[config.mk]
export PLATFORM = sky130hd
export DESIGN_NAME = spmv_host_doorbell
export DESIGN_NICKNAME = d
export VERILOG_FILES = /design/src/rtl/spmv_pkg.sv /design/src/rtl/spmv_rd_skid.sv /design/src/rtl/spmv_host_doorbell.sv
export SDC_FILE = /design/constraint.sdc
export NUM_CORES = 2
export LEC_CHECK = 0
export ABC_AREA = 1
export BUFFER_PORTS_ARGS = -buffer_cell sky130_fd_sc_hd__buf_4
export CAP_MARGIN = 20
export CORE_AREA = 2 2 517 519
export DETAILED_ROUTE_END_ITERATION = 8
export DIE_AREA = 0 0 519 521
export PLACE_DENSITY = 0.3
export SETUP_SLACK_MARGIN = 0.15
export SYNTH_ARGS = -nofsm -noshare
export SYNTH_HDL_FRONTEND = slang
export SYNTH_SLANG_ARGS = --single-unit
export TNS_END_PERCENT = 50
[constraint.sdc]
create_clock -name i_clk -period 3.5 [get_ports i_clk]
set_clock_uncertainty 0.2 [all_clocks]
set_input_delay 0.175 -clock i_clk [delete_from_list [all_inputs] [get_ports i_clk]]
set_output_delay 0.175 -clock i_clk [all_outputs]
set_load 0.05 [all_outputs]
[src/rtl/spmv_pkg.sv]
// Shared widths, FSM encoding and mailbox flag constants for the SpMV host doorbell.
package spmv_pkg;

    localparam int DATA_W = 256;
    localparam int ADDR_W = 5;

    typedef enum logic [2:0] {
        ST_IDLE   = 3'd0,
        ST_LOAD   = 3'd1,
        ST_RING   = 3'd2,
        ST_WAIT   = 3'd3,
        ST_UNLOAD = 3'd4,
        ST_FIN    = 3'd5
    } state_t;

    localparam int          FLAG_ADDR = 0;
    localparam logic [31:0] FLAG_SET  = 32'h1;
    localparam logic [31:0] FLAG_CLR  = 32'h0;

endpackage

[src/rtl/spmv_rd_skid.sv]
// Two-entry valid/ready buffer behind a 1-cycle-latency SRAM read port.
// o_credit says whether one more read may be issued without overflowing the buffer.
module spmv_rd_skid #(
    parameter int DATA_W = spmv_pkg::DATA_W
) (
    input  logic              i_clk,
    input  logic              i_rstn,
    input  logic              i_issue,
    input  logic [DATA_W-1:0] i_rd_data,
    output logic              o_credit,
    output logic              o_valid,
    input  logic              i_ready,
    output logic [DATA_W-1:0] o_data
);
    import spmv_pkg::*;

    logic              inflight;
    logic [1:0]        count;
    logic [DATA_W-1:0] ent0;
    logic [DATA_W-1:0] ent1;
    logic              pop;
    logic [2:0]        occ_after_pop;

    // Returning data bypasses the empty buffer so valid rises one cycle after the read.
    assign o_valid       = (count != 2'd0) || inflight;
    assign o_data        = (count != 2'd0) ? ent0 : i_rd_data;
    assign pop           = o_valid && i_ready;
    assign occ_after_pop = {1'b0, count} + {2'b00, inflight} - {2'b00, pop};
    assign o_credit      = occ_after_pop < 3'd2;

    always_ff @(posedge i_clk or negedge i_rstn) begin
        if (!i_rstn) begin
            inflight <= 1'b0;
            count    <= 2'd0;
            ent0     <= '0;
            ent1     <= '0;
        end else begin
            inflight <= i_issue;
            case ({inflight, pop})
                2'b10: begin
                    if (count == 2'd0) ent0 <= i_rd_data;
                    else               ent1 <= i_rd_data;
                    count <= count + 2'd1;
                end
                2'b01: begin
                    ent0  <= ent1;
                    count <= count - 2'd1;
                end
                2'b11: begin
                    if (count == 2'd1) begin
                        ent0 <= i_rd_data;
                    end else if (count == 2'd2) begin
                        ent0 <= ent1;
                        ent1 <= i_rd_data;
                    end
                end
                default: ;
            endcase
        end
    end

endmodule

[src/rtl/spmv_host_doorbell.sv]
// Host-side mailbox initiator: loads operands into SRAM A, rings and polls the
// doorbell word A[0], then streams results out of SRAM B.
//
// state  | meaning
// IDLE   | waiting for i_start, SRAM ports quiet
// LOAD   | accepting operand beats into A[1..n]
// RING   | writing the doorbell flag A[0]=1
// WAIT   | polling A[0] until the engine clears it or the poll times out
// UNLOAD | reading B[0..m-1] through the skid buffer to the out stream
// FIN    | one-cycle completion pulse
module spmv_host_doorbell #(
    parameter int          DATA_W  = spmv_pkg::DATA_W,
    parameter int          ADDR_W  = spmv_pkg::ADDR_W,
    parameter int unsigned TIMEOUT = 4096
) (
    input  logic              i_clk,
    input  logic              i_rstn,
    input  logic              i_start,
    input  logic [4:0]        i_load_words,
    input  logic [5:0]        i_result_words,
    input  logic              i_in_valid,
    output logic              o_in_ready,
    input  logic [DATA_W-1:0] i_in_data,
    output logic              o_out_valid,
    input  logic              i_out_ready,
    output logic [DATA_W-1:0] o_out_data,
    output logic [ADDR_W-1:0] o_address_A,
    output logic              o_wr_en_A,
    output logic [DATA_W-1:0] o_write_data_A,
    input  logic [DATA_W-1:0] i_read_data_A,
    output logic [ADDR_W-1:0] o_address_B,
    input  logic [DATA_W-1:0] i_read_data_B,
    output logic              o_busy,
    output logic              o_done,
    output logic              o_error,
    output logic [2:0]        o_state
);
    import spmv_pkg::*;

    state_t      state;
    logic [4:0]  load_words;
    logic [5:0]  result_words;
    logic [4:0]  wr_ptr;
    logic [31:0] poll_cnt;
    logic [5:0]  rd_cnt;
    logic [5:0]  acc_cnt;
    logic        rd_credit;
    logic        rd_issue;
    logic        in_fire;
    logic        out_fire;
    logic        flag_clear;
    logic        poll_expired;
    logic        unused_rd_a;

    assign unused_rd_a = ^i_read_data_A[DATA_W-1:32];

    assign in_fire      = o_in_ready && i_in_valid;
    assign out_fire     = o_out_valid && i_out_ready;
    assign rd_issue     = (state == ST_UNLOAD) && (rd_cnt < result_words) && rd_credit;
    // The first WAIT cycle still returns the read launched alongside the RING write.
    assign flag_clear   = (poll_cnt != 32'd0) && (i_read_data_A[31:0] == FLAG_CLR);
    assign poll_expired = (TIMEOUT != 0) && (poll_cnt + 32'd1 == TIMEOUT);
    assign o_state      = state;
    assign o_address_B  = (state == ST_UNLOAD) ? ADDR_W'(rd_cnt) : '0;

    always_comb begin
        o_address_A    = '0;
        o_wr_en_A      = 1'b0;
        o_write_data_A = '0;
        if (state == ST_LOAD) begin
            o_address_A = ADDR_W'(wr_ptr);
            if (in_fire) begin
                o_wr_en_A      = 1'b1;
                o_write_data_A = i_in_data;
            end
        end else if (state == ST_RING) begin
            o_address_A    = ADDR_W'(FLAG_ADDR);
            o_wr_en_A      = 1'b1;
            o_write_data_A = {{(DATA_W-32){1'b0}}, FLAG_SET};
        end
    end

    always_ff @(posedge i_clk or negedge i_rstn) begin
        if (!i_rstn) begin
            state        <= ST_IDLE;
            load_words   <= 5'd0;
            result_words <= 6'd0;
            wr_ptr       <= 5'd0;
            poll_cnt     <= 32'd0;
            rd_cnt       <= 6'd0;
            acc_cnt      <= 6'd0;
            o_in_ready   <= 1'b0;
            o_busy       <= 1'b0;
            o_done       <= 1'b0;
            o_error      <= 1'b0;
        end else begin
            o_done  <= 1'b0;
            o_error <= 1'b0;
            case (state)
                ST_IDLE: begin
                    if (i_start) begin
                        load_words   <= i_load_words;
                        result_words <= i_result_words;
                        wr_ptr       <= 5'd1;
                        o_busy       <= 1'b1;
                        if (i_load_words != 5'd0) begin
                            state      <= ST_LOAD;
                            o_in_ready <= 1'b1;
                        end else begin
                            state <= ST_RING;
                        end
                    end
                end
                ST_LOAD: begin
                    if (in_fire) begin
                        if (wr_ptr == load_words) begin
                            state      <= ST_RING;
                            o_in_ready <= 1'b0;
                        end else begin
                            wr_ptr <= wr_ptr + 5'd1;
                        end
                    end
                end
                ST_RING: begin
                    state    <= ST_WAIT;
                    poll_cnt <= 32'd0;
                end
                ST_WAIT: begin
                    if (poll_cnt != '1) poll_cnt <= poll_cnt + 32'd1;
                    if (flag_clear) begin
                        rd_cnt  <= 6'd0;
                        acc_cnt <= 6'd0;
                        if (result_words != 6'd0) begin
                            state <= ST_UNLOAD;
                        end else begin
                            state  <= ST_FIN;
                            o_done <= 1'b1;
                        end
                    end else if (poll_expired) begin
                        state   <= ST_IDLE;
                        o_busy  <= 1'b0;
                        o_error <= 1'b1;
                    end
                end
                ST_UNLOAD: begin
                    if (rd_issue) rd_cnt <= rd_cnt + 6'd1;
                    if (out_fire) begin
                        acc_cnt <= acc_cnt + 6'd1;
                        if (acc_cnt + 6'd1 == result_words) begin
                            state  <= ST_FIN;
                            o_done <= 1'b1;
                        end
                    end
                end
                ST_FIN: begin
                    state  <= ST_IDLE;
                    o_busy <= 1'b0;
                end
                default: begin
                    state      <= ST_IDLE;
                    o_busy     <= 1'b0;
                    o_in_ready <= 1'b0;
                end
            endcase
        end
    end

    spmv_rd_skid #(.DATA_W(DATA_W)) u_rd_skid (
        .i_clk     (i_clk),
        .i_rstn    (i_rstn),
        .i_issue   (rd_issue),
        .i_rd_data (i_read_data_B),
        .o_credit  (rd_credit),
        .o_valid   (o_out_valid),
        .i_ready   (i_out_ready),
        .o_data    (o_out_data)
    );

endmodule

### Yosys cells after proc, flatten, opt, wreduce, memory -nomap -nowiden

Cells that the tools add are included.

| storage, ports and cells | value |
|---|---|
| input bits | 784 |
| register bits | 582 |

| cells by class | value |
|---|---|
| multiplexer cells | 56 |
| bitwise logic cells | 2 |
| reductions and logical operators | 31 |
| equality and inequality tests | 32 |
| magnitude comparators | 2 |
| $add $sub $neg | 8 |

Operator list:

| cell | number |
|---|---|
| $mux 256 | 9 |
| $pmux 256 s3 | 1 |
| $pmux 256 s2 | 1 |
| $pmux 32 s2 | 1 |
| $add 32x1->32 const B | 1 |
| $eq 32x13->1 const B | 1 |
| $logic_not 32->1 | 1 |
| $mux 32 | 1 |
| $ne 32x32->1 const B | 1 |
| $reduce_bool 32->1 | 1 |
| $mux 5 | 5 |
| $pmux 6 s2 | 2 |
| $mux 3 | 7 |
| $ne 2x2->1 const B | 10 |
| $mux 1 | 19 |
| $mux 6 | 3 |
| $pmux 3 s5 | 1 |
| $add 6x1->6 const B | 2 |
| $ne 2x1->1 const B | 6 |
| $reduce_and 4->1 | 3 |
| $reduce_bool 2->1 | 6 |
| $pmux 5 s2 | 1 |
| $reduce_and 3->1 | 3 |
| $eq 2x2->1 const B | 3 |
| other kinds (32) | 42 |

### Logic depth before layout (Yosys ltp)

| logic depth | value |
|---|---|
| depth in word-level cells | 8 |
| depth in mapped cells | 16 |
| mapped depth without buffers | 16 |

### By module

From an unflattened synthesis, not the netlist that was laid out.

| unflattened totals | value |
|---|---|
| cells, all modules | 4891 |
| area, all modules | 33151.8 um^2 |

By module, submodules not included:

| module | instances | area each (um^2) | sequential area each (um^2) | cells an instance |
|---|---|---|---|---|
| spmv_rd_skid | 1 | 26495.4 | 12887.4 | 3651 |
| spmv_host_doorbell | 1 | 6656.4 | 1676.6 | 1240 |

### Worst setup path after synthesis

OpenSTA, ideal clock, no wires.

| path | value |
|---|---|
| path kind | register to register |
| start | reg u_rd_skid.count[1] |
| end | reg rd_cnt[5] |
| arrival time | 3.003 ns |
| period minus slack after synthesis | 3.323 ns |
| stages on the path, launching flop included | 16 |
| slack | 0.177 ns |
| cell sequence | dfrtp_1 > inv_1 > ha_1 > buf_2 > nand2_1 > nand2_1 > nor2_1 > inv_1 > a21oi_1 > fa_1 > nor3b_1 > nand4_1 > nand2_1 > nand2_1 > o21ai_0 > nor2_1 |

| on the way | value |
|---|---|
| longest elaborated chain between the ends | 8 |

RTL lines:

| element | RTL line | text |
|---|---|---|
| start: declaration | spmv_rd_skid.sv:18 | `logic [1:0] count;` |
| start signal: assignment | spmv_rd_skid.sv:43 | `count <= count + 2'd1;` |
| start signal: assignment | spmv_rd_skid.sv:47 | `count <= count - 2'd1;` |
| $reduce_bool 2->1 | spmv_rd_skid.sv:25 | `assign o_valid = (count != 2'd0) \|\| inflight;` |
| $logic_or 1x1->1 | spmv_rd_skid.sv:25 |  |
| named net o_out_valid | spmv_host_doorbell.sv:24 | `output logic o_out_valid,` |
| $logic_and 1x1->1 | spmv_rd_skid.sv:27 | `assign pop = o_valid && i_ready;` |
| $sub 3x1->3 | spmv_rd_skid.sv:28 | `assign occ_after_pop = {1'b0, count} + {2'b00, inflight} - {2'b00, pop};` |
| $lt 3x2->1 | spmv_rd_skid.sv:29 | `assign o_credit = occ_after_pop < 3'd2;` |
| $logic_and 1x1->1 | spmv_host_doorbell.sv:59 | `assign rd_issue = (state == ST_UNLOAD) && (rd_cnt < result_words) && rd_credit;` |
| $ne 2x1->1 (no source line) | - |  |
| $reduce_and 3->1 (no source line) | - |  |
| end signal: assignment | spmv_host_doorbell.sv:146 | `if (rd_issue) rd_cnt <= rd_cnt + 6'd1;` |
| end: declaration | spmv_host_doorbell.sv:45 | `logic [5:0] rd_cnt;` |

The timed path passes the listed nets, and every way through them passes these cells.
A chain may end at the register's enable or synchronous reset.

### Worst setup path in the final report

| path | value |
|---|---|
| start | reg state[1] (netlist: o_state[1]) |
| end | out o_address_A[3] |

| on the way | value |
|---|---|
| longest elaborated chain between the ends | 2 |

RTL lines:

| element | RTL line | text |
|---|---|---|
| start: declaration | spmv_host_doorbell.sv:40 | `state_t state;` |
| start signal: assignment | spmv_host_doorbell.sv:85 | `state <= ST_IDLE;` |
| start signal: assignment | spmv_host_doorbell.sv:107 | `state <= ST_LOAD;` |
| start signal: assignment | spmv_host_doorbell.sv:110 | `state <= ST_RING;` |
| $eq 3x1->1 | spmv_host_doorbell.sv:70 | `if (state == ST_LOAD) begin` |
| $mux 5 | spmv_host_doorbell.sv:70 |  |
| end: declaration | spmv_host_doorbell.sv:27 | `output logic [ADDR_W-1:0] o_address_A,` |

Every way passes these cells.

==> flow_summary_export.csv <==
group,metric,value,unit
cts,cts_htree_levels,3,
synth,synth-edff-count,0,
final_layout,area_delta_synth_final,64.9,%
setup_path,path_common_cell,"buf_4",
synth,syn_area,0.0313,sq mm
run,drv_cap,0,
setup_path,cpMaxStageDelayCell,"dfrtp_1",
setup_path,cp-startpoint,"o_state[1]",
sta,final-hold-violation-count,0,
sta,slew_viol_final,0,
final_layout,post-route-util,19.5,%
synth,ys_ff_latch,582,
sta,setup_slack,0.280,ns
setup_path,worstSetupStartpointType,"flop",
setup_path,path_depth,5,
floorplan,die_h,521,um
cts,clk_path_buf_depth,3,
setup_path,crit_family,"simple AND/OR/NAND/NOR gates",
route,route.vias.total,34700,
final_layout,mostFrequentLayoutCells,"nand2_1, buf_4, o21ai_0, inv_1, dfrtp_1",
synth,seq_area_frac_synth,46.6,%
synth,synthDistinctLibCells,43,
cts,clockRootBuffer,"clkbuf_16",
sta,period_needed,3.22,ns
setup_path,crit_buf_inv,3,
sta,worst_pin_slew,0.808,ns
route,antenna_left,0,
setup_path,critPathCapture,"o_address_A[3]",
global_routing,grt_pass1_wl,314,mm
route,wl_per_cell,25.3,um
floorplan,placementRows,189,
global_routing,antenna_found_initial,86,
setup_path,timing.rr.end,"rd_cnt[5]",
placed_design,place.detailed.hpwl,190,mm
sta,slew_headroom,45.6,%
sta,fmax,311,MHz
global_routing,grt_max_degree,117,
floorplan,io_pins,1315,
route,vias_per_cell,3.69,
cts,cts.sink_count,582,
synth,async_flop_share,100,%
power_and_ir_drop,power.static_leakage,23.0,nW
setup_path,critical_path_class,"reg -> out",
setup_path,crit_path_end_kind,"output port",
cts,post-cts-setup-buffer-count,0,
cts,clk_pin_slew_worst_paths,0.05,ns
route,drc,0,
global_routing,grt-ovfl-total,0,
sta,min_period_over_period,92.0,%
setup_path,ff2ff_path_depth,15,
power_and_ir_drop,pwr_density_cell,900,mW/mm^2
sta,rsz0062_at_grt,"true",
cts,tritoncts,"done",
final_layout,nNetsFinal,6582,
sta,final.setup.tns,0,ns
setup_path,cp_max_fo,36,
final_layout,drive_gt1_share,23.8,%
route,wirelength,238,mm
setup_path,slowest_delay,0.48,ns
synth,synthCells,4308,
placed_design,gp_congestion,1.03,
route,dr.pass1.iters,5,
cts,clk_latency,0.69,ns
global_routing,grt_pass1_vias,35300,
placed_design,portBuffers,1090,
setup_path,crit_path_cell_trace,"nor3_4, inv_8, buf_4, nor2_1, buf_4",
setup_path,cp_data_required_time,3.12,ns
sta,timing.hold.ws,0.0813,ns
final_layout,mostFrequentLayoutCell,"nand2_1",
setup_path,cp.arrival,2.85,ns
cts,cts_buffers,82,
floorplan,core_area,0.264,sq mm
floorplan,dieWidth,519,um
floorplan,start_util,11.8,%
route,drt_iter0_drc,1766,
synth,synthFlopType,"dfrtp_1",
sta,setup_viol,0,
setup_path,rrSetupSlack,0.34,ns
setup_path,timing.rr.start,"u_rd_skid.count[1]",
min_path,hold_path.class,"in -> reg",
synth,syn-num-nets,5107,
placed_design,place_ws,0.131,ns
global_routing,grt_usage,16.9,%
power_and_ir_drop,peakVddDrop,0.000555,V
synth,synth_warnings,0,
run_status,outcome,"finished clean",
floorplan,dieArea,0.270,sq mm
synth,syn_area_per_cell,7.26,sq um
how the worst min path moves through the flow:
| stage | start | end | cells past startpoint |
|---|---|---|---|
| 6_report | i_read_data_B[52] | u_rd_skid.ent1[52] | 4 |
| 2_1_floorplan | i_rstn | acc_cnt[0] | 0 |
| 3_3_place_gp | i_rstn | u_rd_skid.ent0[210] | 1 |
| 5_1_grt | i_read_data_B[157] | u_rd_skid.ent1[157] | 4 |
| 4_1_cts | i_read_data_B[13] | u_rd_skid.ent1[13] | 4 |
| 3_5_place_dp | i_rstn | u_rd_skid.ent0[207] | 1 |
logic make-up (layout without fill, tap and decap cells):
family / after synthesis / count (layout) / share of synthesized area, %
buf+inv: 911 / 2445 / 11.4
flops: 582 / 582 / 46.6
xor+xnor: 13 / 13 / 0.388
fa+ha+maj: 15 / 15 / 0.624
other cells: 0 / 33 / 0
compound gates: 1109 / 1109 / 20.0
simple gates: 1678 / 1678 / 21.0
stage by stage:
stage | std cells | area, sq um | total power [mW]
floorplan | 4308 | 31300 | 27.3
global placement | 8782 | 44200 | 37.5
detailed placement | 8783 | 44200 | 37.6
CTS | 9368 | 51300 | 47.1
global route | 9382 | 51500 | 49.6
finish | 9408 | 51600 | 46.4
layout make-up:
class / instances / area [sq um]
Antenna cell: 33 / 82.6
Multi-Input combinational cell: 2815 / 13200
Sequential cell: 582 / 14600
Clock inverter: 18 / 285
Clock buffer: 125 / 2360
Inverter: 622 / 2360
Fill cell: 30100 / 213000
Tap cell: 3533 / 4420
Timing Repair inverter: 1 / 8.76
Timing Repair Buffer: 1679 / 14300
routing by layer:
layer,wire (um),global-route usage [%],part of all wire (%),up-vias
met4,9620,6.25,4.0,92
met5,597,0,0.25,-
li1,-,-,-,16700
met2,123000,31.2,52,1031
met3,23000,7.56,9.7,254
met1,82200,16.5,35,16600
worst min-delay path: cells and delay by family:
| kind | cells | cell delay, ns |
|---|---|---|
| AND/OR/NAND/NOR | 1 | 0.04 |
| AO/OA/AOI/OAI | 1 | 0.06 |
| buffers and inverters | 2 | 0.68 |
state kept, by name, summed over array words and instances, names as in the netlist:
signal / cells
u_rd_skid.ent0: 256
u_rd_skid.ent1: 256
poll_cnt: 32
acc_cnt: 6
rd_cnt: 6
result_words: 6
load_words: 5
wr_ptr: 5
o_state: 3
u_rd_skid.count: 2
o_busy: 1
o_done: 1
o_error: 1
o_in_ready: 1
u_rd_skid.inflight: 1
synth_stat cells (all sizes together) (9+ instances only):
cell / number / area share (%)
nand2: 1229 / 15
o21ai: 804 / 13
inv: 621 / 7.5
dfrtp: 582 / 47
nor2: 355 / 4.4
o211ai: 256 / 6.1
clkbuf: 172 / 2.1
buf: 117 / 1.9
nand3: 54 / 0.90
o22ai: 26 / 0.52
nand4: 16 / 0.32
a21oi: 14 / 0.25
ha: 14 / 0.56
nor4: 12 / 0.24
xor2: 9 / 0.28
power breakdown:
group / total, mW / switching, mW / internal, mW
clock: 8.41 / 3.57 / 4.84
combinational: 27.3 / 19.9 / 7.39
sequential: 10.8 / 0.906 / 9.85
total: 46.4 / 24.3 / 22.1
what timing repair did:
action | CTS | global route
endpoints found under the setup margin | 178 | 139
gates cloned | 1 | 5
endpoints found under the hold margin | 1127 | 1
hold buffers | 441 | 3
gates resized for setup | 5 | 14
No activity file was read; power rests on OpenSTA's default activity.
